### src/rtl/countdown_display_core_if.sv
// Command/status bundle between the stopwatch controller and the countdown core.
// The core takes the slave view; the controller (or a bench) the master view.
interface countdown_display_core_if;
    logic [7:0] sw_val;
    logic       load_sec;
    logic       load_min;
    logic       clear;
    logic       run;
    logic       flash;
    logic       zero;
    logic       done;
    logic [6:0] HEX0;
    logic [6:0] HEX1;
    logic [6:0] HEX2;
    logic [6:0] HEX3;

    modport master (
        output sw_val, load_sec, load_min, clear, run, flash,
        input  zero, done, HEX0, HEX1, HEX2, HEX3
    );

    modport slave (
        input  sw_val, load_sec, load_min, clear, run, flash,
        output zero, done, HEX0, HEX1, HEX2, HEX3
    );
endinterface

### src/rtl/countdown_display_core.sv
// MM:SS BCD countdown timer with 1 Hz prescaler, clamped loads,
// registered seven-segment outputs and a blanking flash mode.
module countdown_display_core #(
    parameter int TICKS_PER_SEC = 50000000,
    parameter int BLINK_TICKS   = 25000000
) (
    input logic                     CLOCK_50,
    input logic                     reset,
    countdown_display_core_if.slave bus
);

    localparam int PW = (TICKS_PER_SEC > 1) ? $clog2(TICKS_PER_SEC) : 1;
    localparam int BW = (BLINK_TICKS > 1) ? $clog2(BLINK_TICKS) : 1;
    localparam logic [PW-1:0] PSC_MAX = PW'(TICKS_PER_SEC - 1);
    localparam logic [BW-1:0] BLK_MAX = BW'(BLINK_TICKS - 1);
    localparam logic [6:0] SEG_BLANK = 7'h7F;
    localparam logic [6:0] SEG_ZERO  = 7'h40;

    logic [3:0]    mt_q, mt_d, mo_q, mo_d;
    logic [3:0]    st_q, st_d, so_q, so_d;
    logic [PW-1:0] psc_q, psc_d;
    logic [BW-1:0] blk_q, blk_d;
    logic          phase_q, phase_d;
    logic          hit_q, hit_d;
    logic          zero_q, zero_d;
    logic          done_q, done_d;
    logic [6:0]    hex0_q, hex0_d, hex1_q, hex1_d;
    logic [6:0]    hex2_q, hex2_d, hex3_q, hex3_d;

    logic tick;
    logic nonzero;
    logic blank;

    function automatic logic [3:0] clamp(input logic [3:0] v,
                                         input logic [3:0] lim);
        return (v > lim) ? lim : v;
    endfunction

    function automatic logic [6:0] seg7(input logic [3:0] d);
        logic [6:0] s;
        unique case (d)
            4'd0:    s = 7'h40;
            4'd1:    s = 7'h79;
            4'd2:    s = 7'h24;
            4'd3:    s = 7'h30;
            4'd4:    s = 7'h19;
            4'd5:    s = 7'h12;
            4'd6:    s = 7'h02;
            4'd7:    s = 7'h78;
            4'd8:    s = 7'h00;
            4'd9:    s = 7'h10;
            default: s = SEG_BLANK;
        endcase
        return s;
    endfunction

    always_comb begin
        mt_d    = mt_q;
        mo_d    = mo_q;
        st_d    = st_q;
        so_d    = so_q;
        psc_d   = psc_q;
        hit_d   = 1'b0;
        nonzero = |{mt_q, mo_q, st_q, so_q};
        tick    = bus.run && (psc_q == PSC_MAX);

        if (bus.clear) begin
            mt_d  = 4'd0;
            mo_d  = 4'd0;
            st_d  = 4'd0;
            so_d  = 4'd0;
            psc_d = '0;
        end else if (bus.load_sec || bus.load_min) begin
            if (bus.load_sec) begin
                st_d = clamp(bus.sw_val[7:4], 4'd5);
                so_d = clamp(bus.sw_val[3:0], 4'd9);
            end
            if (bus.load_min) begin
                mt_d = clamp(bus.sw_val[7:4], 4'd9);
                mo_d = clamp(bus.sw_val[3:0], 4'd9);
            end
            psc_d = '0;
        end else if (bus.run) begin
            psc_d = tick ? '0 : psc_q + PW'(1);
            if (tick && nonzero) begin
                // Only 00:01 can decrement onto 00:00.
                hit_d = (mt_q == 4'd0) && (mo_q == 4'd0) &&
                        (st_q == 4'd0) && (so_q == 4'd1);
                if (so_q != 4'd0) begin
                    so_d = so_q - 4'd1;
                end else begin
                    so_d = 4'd9;
                    if (st_q != 4'd0) begin
                        st_d = st_q - 4'd1;
                    end else begin
                        st_d = 4'd5;
                        if (mo_q != 4'd0) begin
                            mo_d = mo_q - 4'd1;
                        end else begin
                            mo_d = 4'd9;
                            mt_d = mt_q - 4'd1;
                        end
                    end
                end
            end
        end
    end

    always_comb begin
        blk_d   = '0;
        phase_d = 1'b0;
        if (bus.flash) begin
            if (blk_q == BLK_MAX) begin
                blk_d   = '0;
                phase_d = ~phase_q;
            end else begin
                blk_d   = blk_q + BW'(1);
                phase_d = phase_q;
            end
        end
    end

    // Dropping flash un-blanks on the very next output update.
    always_comb begin
        blank  = bus.flash && phase_q;
        hex0_d = blank ? SEG_BLANK : seg7(so_q);
        hex1_d = blank ? SEG_BLANK : seg7(st_q);
        hex2_d = blank ? SEG_BLANK : seg7(mo_q);
        hex3_d = blank ? SEG_BLANK : seg7(mt_q);
        zero_d = ~|{mt_q, mo_q, st_q, so_q};
        done_d = hit_q;
    end

    always_ff @(posedge CLOCK_50 or negedge reset) begin
        if (!reset) begin
            mt_q    <= 4'd0;
            mo_q    <= 4'd0;
            st_q    <= 4'd0;
            so_q    <= 4'd0;
            psc_q   <= '0;
            blk_q   <= '0;
            phase_q <= 1'b0;
            hit_q   <= 1'b0;
            zero_q  <= 1'b1;
            done_q  <= 1'b0;
            hex0_q  <= SEG_ZERO;
            hex1_q  <= SEG_ZERO;
            hex2_q  <= SEG_ZERO;
            hex3_q  <= SEG_ZERO;
        end else begin
            mt_q    <= mt_d;
            mo_q    <= mo_d;
            st_q    <= st_d;
            so_q    <= so_d;
            psc_q   <= psc_d;
            blk_q   <= blk_d;
            phase_q <= phase_d;
            hit_q   <= hit_d;
            zero_q  <= zero_d;
            done_q  <= done_d;
            hex0_q  <= hex0_d;
            hex1_q  <= hex1_d;
            hex2_q  <= hex2_d;
            hex3_q  <= hex3_d;
        end
    end

    assign bus.zero = zero_q;
    assign bus.done = done_q;
    assign bus.HEX0 = hex0_q;
    assign bus.HEX1 = hex1_q;
    assign bus.HEX2 = hex2_q;
    assign bus.HEX3 = hex3_q;

endmodule

### src/flat_wrapper.sv
// flat-port wrapper written by rule: the top's interface ports become plain ports
module countdown_display_core_flat 
#(
    parameter int TICKS_PER_SEC = 50000000,
    parameter int BLINK_TICKS   = 25000000
)
  (CLOCK_50, reset, bus_sw_val, bus_load_sec, bus_load_min, bus_clear, bus_run, bus_flash, bus_zero, bus_done, bus_HEX0, bus_HEX1, bus_HEX2, bus_HEX3);
  countdown_display_core_if bus_i ();
  input logic CLOCK_50;
  input logic reset;
  input wire logic [$bits(bus_i.sw_val)-1:0] bus_sw_val;
  input wire logic [$bits(bus_i.load_sec)-1:0] bus_load_sec;
  input wire logic [$bits(bus_i.load_min)-1:0] bus_load_min;
  input wire logic [$bits(bus_i.clear)-1:0] bus_clear;
  input wire logic [$bits(bus_i.run)-1:0] bus_run;
  input wire logic [$bits(bus_i.flash)-1:0] bus_flash;
  output wire logic [$bits(bus_i.zero)-1:0] bus_zero;
  output wire logic [$bits(bus_i.done)-1:0] bus_done;
  output wire logic [$bits(bus_i.HEX0)-1:0] bus_HEX0;
  output wire logic [$bits(bus_i.HEX1)-1:0] bus_HEX1;
  output wire logic [$bits(bus_i.HEX2)-1:0] bus_HEX2;
  output wire logic [$bits(bus_i.HEX3)-1:0] bus_HEX3;
  assign bus_i.sw_val = bus_sw_val;
  assign bus_i.load_sec = bus_load_sec;
  assign bus_i.load_min = bus_load_min;
  assign bus_i.clear = bus_clear;
  assign bus_i.run = bus_run;
  assign bus_i.flash = bus_flash;
  assign bus_zero = bus_i.zero;
  assign bus_done = bus_i.done;
  assign bus_HEX0 = bus_i.HEX0;
  assign bus_HEX1 = bus_i.HEX1;
  assign bus_HEX2 = bus_i.HEX2;
  assign bus_HEX3 = bus_i.HEX3;
  countdown_display_core #(.TICKS_PER_SEC(TICKS_PER_SEC), .BLINK_TICKS(BLINK_TICKS)) u_core (.CLOCK_50(CLOCK_50), .reset(reset), .bus(bus_i));
endmodule
### config.mk
export PLATFORM = sky130hd
export DESIGN_NAME = countdown_display_core_flat
export DESIGN_NICKNAME = d
export VERILOG_FILES = /design/src/rtl/countdown_display_core_if.sv /design/src/rtl/countdown_display_core.sv /design/src/flat_wrapper.sv
export SDC_FILE = /design/constraint.sdc
export NUM_CORES = 1
export LEC_CHECK = 0
export CORE_UTILIZATION = 58
export CTS_CLUSTER_SIZE = 10
export DETAILED_ROUTE_END_ITERATION = 16
export PLACE_DENSITY = 0.8
export SLEW_MARGIN = 20
export SYNTH_ARGS = -nofsm -noshare
export SYNTH_HDL_FRONTEND = slang
export SYNTH_SLANG_ARGS = --single-unit
### constraint.sdc
create_clock -name CLOCK_50 -period 2.5 [get_ports CLOCK_50]
set_input_delay 0.5 -clock CLOCK_50 [delete_from_list [all_inputs] [get_ports CLOCK_50]]
set_output_delay 0.5 -clock CLOCK_50 [all_outputs]
set_load 0.01 [all_outputs]
==> impl_results.rst <==
.. list-table::
   :header-rows: 1

   * - Metric
     - Value
   * - Remaining antenna violation count
     - 0
   * - Post-layout minimum cycle time
     - 2331 ps
   * - Post-CTS Repair Setup Buffers
     - 0
   * - Number of resized instances in the post-cts repair step
     - 0
   * - Reg2Reg Setup Slack
     - 170 ps
   * - Via count of the routed design
     - 4452
   * - Switching share of power
     - 28.08%
   * - Die Wd
     - 98.81 um
   * - Starting DRT DRC Count
     - 222
   * - Final net count
     - 683
   * - Wire length per cell
     - 15.17 um
   * - Part of the total power dissipated in sequential elements
     - 51.4%
   * - Max-Slew Margin vs Limit
     - 57.58%
   * - First-pass detailed-route iteration total
     - 6
   * - Final HPWL from detailed placement
     - 8237 um
   * - WP depth
     - 9
   * - Final Hold Fails
     - 0
   * - Slowest stage cell, crit path
     - dfrtp_1
   * - Fin crit share
     - 93.24%
   * - Count of max-cap constraint violations
     - 0
   * - Maximum operating frequency
     - 429.0 MHz
   * - Worst min-delay path category
     - in2async
   * - Run status
     - finished, final reports clean
   * - Core footprint
     - 8891 sq um
   * - Aggregate global-route resource usage
     - 25.24%
   * - Insertion delay to the later sink of the worst-skew pair
     - 370 ps
   * - Buffers added on ports
     - 44
   * - Layout Skew
     - 12.85 ps
   * - Fraction of power consumed by combinational cells
     - 19.5%
   * - Pin slew with the least headroom to its limit
     - 636.3 ps
   * - H-tree levels
     - 3
   * - Antenna violations before repair
     - 0
   * - Gate family responsible for the most delay along the worst path
     - compound AO/OA/AOI/OAI gates
   * - Final critical-path setup slack
     - 169.1 ps
   * - Ratio of cells with drive above 1 in the final layout
     - 9.105%
   * - Async S/R FF share, synth
     - 100.0%
   * - Count of endpoints failing setup in the final report
     - 0
   * - Number of buffers inserted by hold repair at cts
     - 0
   * - Starting density of the core
     - 61.13%
   * - Cell area after technology mapping
     - 5435 sq um
   * - CTS tree
     - done
   * - Unique masters post-synth
     - 55
   * - Kind of critical path
     - reg2reg
   * - Floorplan die area
     - 9762 sq um
   * - CP peak stage delay
     - 470 ps
   * - Leak
     - 2.636 nW
   * - Boundary Pins
     - 45
   * - Syn Nets
     - 633
   * - Maximum number of pins on one net before global-route repair
     - 48
   * - First-pass GRT wire length
     - 19720 um
   * - Clock share of power
     - 29.0%
   * - Layout overhead on the synthesized area
     - 15.26%
   * - CP dominant cell by count
     - buf_4
   * - Final standard cell utilization of the core
     - 70.46%
   * - Total detailed-routing wirelength
     - 11470 um
   * - Power per unit of standard cell area
     - 558.6 nW/um^2
   * - Number of cell instances on the worst register-to-register path
     - 9
   * - Longest Clk Path Bufs
     - 2
   * - Seq/Total Area, Yosys
     - 45.70%
   * - CP Max Fanout
     - 7
   * - WP data arrival
     - 2620 ps
   * - Mapped Cells
     - 593
   * - Die height
     - 98.81 um
   * - TritonCTS buffer count
     - 9
   * - Final weighted congestion in routability-driven placement
     - 0.9091
   * - Congestion Overflow GR
     - 0
   * - CP Buf/Inv Count
     - 3
   * - Worst hold slack
     - 115.4 ps
   * - Startpoint class of the critical path
     - flop
   * - Total number of placement rows
     - 34
   * - Max Slew Vio Count
     - 0
   * - Clock slew seen by the registers of the worst setup and hold paths
     - 100 ps
   * - Average vias per placed instance
     - 5.889
   * - Setup TNS
     - 0 ps
   * - Worst slack at placement
     - 34.36 ps
   * - Peak VDD IR
     - 351.8 uV
   * - Ant. Diodes
     - 0
   * - Series of cell instances along the critical path
     - inv_1, ha_1, nor3b_1, buf_4, a41oi_1, a31oi_2, buf_4, a211o_1, a21oi_1
   * - Switching power total
     - 982.6 uW
   * - Via count of the first global-routing pass
     - 4141
   * - Power Internal
     - 2.517 mW
   * - Required time reported for the critical path endpoint
     - 2790 ps
   * - Yosys warning total
     - 0
   * - Mean Syn Cell Area
     - 9.166 sq um
   * - Unrepaired setup endpoints after global routing
     - no
   * - Critical path capture point type
     - flop
   * - DRC viols
     - 0
   * - Number of enable-type register cells in the synthesized netlist
     - 0
   * - Synth Flop Type
     - dfrtp_1
   * - Number of clock sinks
     - 99
   * - CTS root buf
     - clkbuf_8
   * - Flip-flop and latch count after synthesis
     - 99
-- registers in the layout (all words and copies together) (netlist names) --
register / flops
u_core.blk_q: 25
u_core.bus.HEX0: 7
u_core.bus.HEX1: 7
u_core.bus.HEX2: 7
u_core.bus.HEX3: 7
u_core.bus.done: 1
u_core.bus.zero: 1
u_core.done_d: 1
u_core.mo_q: 4
u_core.mt_q: 4
u_core.phase_q: 1
u_core.psc_q: 26
u_core.so_q: 4
u_core.st_q: 4
-- power by group through the flow --
stage               clock network (mW)  logic, mW  registers, mW
floorplan                            0      0.327           1.84
global placement                     0      0.663           1.83
detailed placement                   0      0.678           1.83
CTS                               1.06      0.683           1.80
global route                      1.11      0.758           1.82
finish                            1.02      0.683           1.80
-- cell families after synthesis --
kind of cell / after synthesis / synth area share [%]
AND/OR/NAND/NOR: 257 / 24.52
multiplexers: 8 / 1.519
flip-flops: 99 / 45.70
AO/OA/AOI/OAI: 116 / 12.62
XOR/XNOR: 40 / 6.446
adder cells (fa/ha/maj): 25 / 5.755
buffers and inverters: 48 / 3.453
-- Yosys cell counts (2+ instances only) --
cell | instances | area (sq um)
o21a_1 | 3 | 22.52
nand4b_1 | 2 | 17.52
or2_2 | 6 | 37.54
ha_1 | 25 | 312.8
nand4_1 | 19 | 118.9
a41oi_1 | 2 | 17.52
nor2_1 | 90 | 337.8
mux2i_1 | 6 | 60.06
inv_1 | 24 | 90.09
nand3_1 | 21 | 105.1
nand2_1 | 37 | 138.9
a32o_1 | 2 | 20.02
a311o_1 | 2 | 20.02
buf_2 | 6 | 30.03
and2_1 | 6 | 37.54
clkbuf_1 | 18 | 67.56
nor4b_1 | 2 | 17.52
nor3b_1 | 4 | 30.03
nand2b_1 | 20 | 125.1
dfrtp_1 | 94 | 2352
mux2_2 | 2 | 22.52
dfstp_2 | 5 | 131.4
nor3_1 | 13 | 65.06
or3_1 | 2 | 12.51
xnor2_1 | 19 | 166.4
a2111oi_0 | 2 | 17.52
a31oi_1 | 8 | 50.05
xor2_1 | 21 | 183.9
o21ai_0 | 38 | 190.2
a311oi_1 | 2 | 17.52
a21oi_1 | 46 | 230.2
and4_1 | 9 | 78.83
and3_1 | 4 | 25.02
nor4_1 | 12 | 75.07
-- cell type report --
type                    count  area (sq um)
multi-input cells         446          2769
flip-flops and latches     99          2484
inverters                  24         90.09
well taps                 108         135.1
clock inverters             6         66.31
repair buffers             63         593.1
fillers                   649          2626
clock buffers              10         127.6
-- placed cells by master, fill, tap and decap left out, types with 8 or more instances in the layout --
cell             instances
buf_4                   19
nor2_1                  90
inv_1                   24
nand3_1                 21
xnor2_1                 19
a21oi_1                 46
o21ai_0                 38
nor3_1                  13
ha_1                    25
nand4_1                 19
clkbuf_8                 9
dfrtp_1                 94
a31oi_1                  8
clkdlybuf4s50_1         43
nor4_1                  12
nand2_1                 37
nand2b_1                20
xor2_1                  21
and4_1                   9
-- worst reg2reg max path: cells and delay by family (launching register included) --
family,cells,cell delay (ps)
fa+ha+maj,1,240
simple gates,1,140
compound gates,4,900
flops,1,470
buf+inv,3,510
-- per-stage QoR --
| stage | area [sq um] | cells | total power [mW] |
|---|---|---|---|
| floorplan | 5435 | 593 | 2.171 |
| global placement | 6066 | 740 | 2.489 |
| detailed placement | 6066 | 740 | 2.510 |
| CTS | 6260 | 756 | 3.542 |
| global route | 6265 | 756 | 3.689 |
| finish | 6265 | 756 | 3.499 |
-- final timing paths --
path / from / end
worst max-delay path: u_core.mo_q[0]$_DFFE_PN0P_ / u_core.so_q[3]$_DFFE_PN0P_
worst min-delay path: reset / u_core.blk_q[18]$_DFF_PN0_
worst max register to register: u_core.mo_q[0]$_DFFE_PN0P_ / u_core.so_q[3]$_DFFE_PN0P_
worst min register to register: u_core.done_d$_DFF_PN0_ / u_core.bus.done$_DFF_PN0_
max in group asynchronous: reset / u_core.bus.HEX0[6]$_DFF_PN1_
min in group CLOCK_50: u_core.done_d$_DFF_PN0_ / u_core.bus.done$_DFF_PN0_
-- metal layers --
metal  vias to the layer above  GRT usage, %  wire, um
met1                      2148         34.20      5347
met3                        13         5.461       474
met4                         0         6.774       120
met2                       111         41.31      5523
met5                         -             0         0
li1                       2180             -         -
Power figures use the tool's default switching activity.
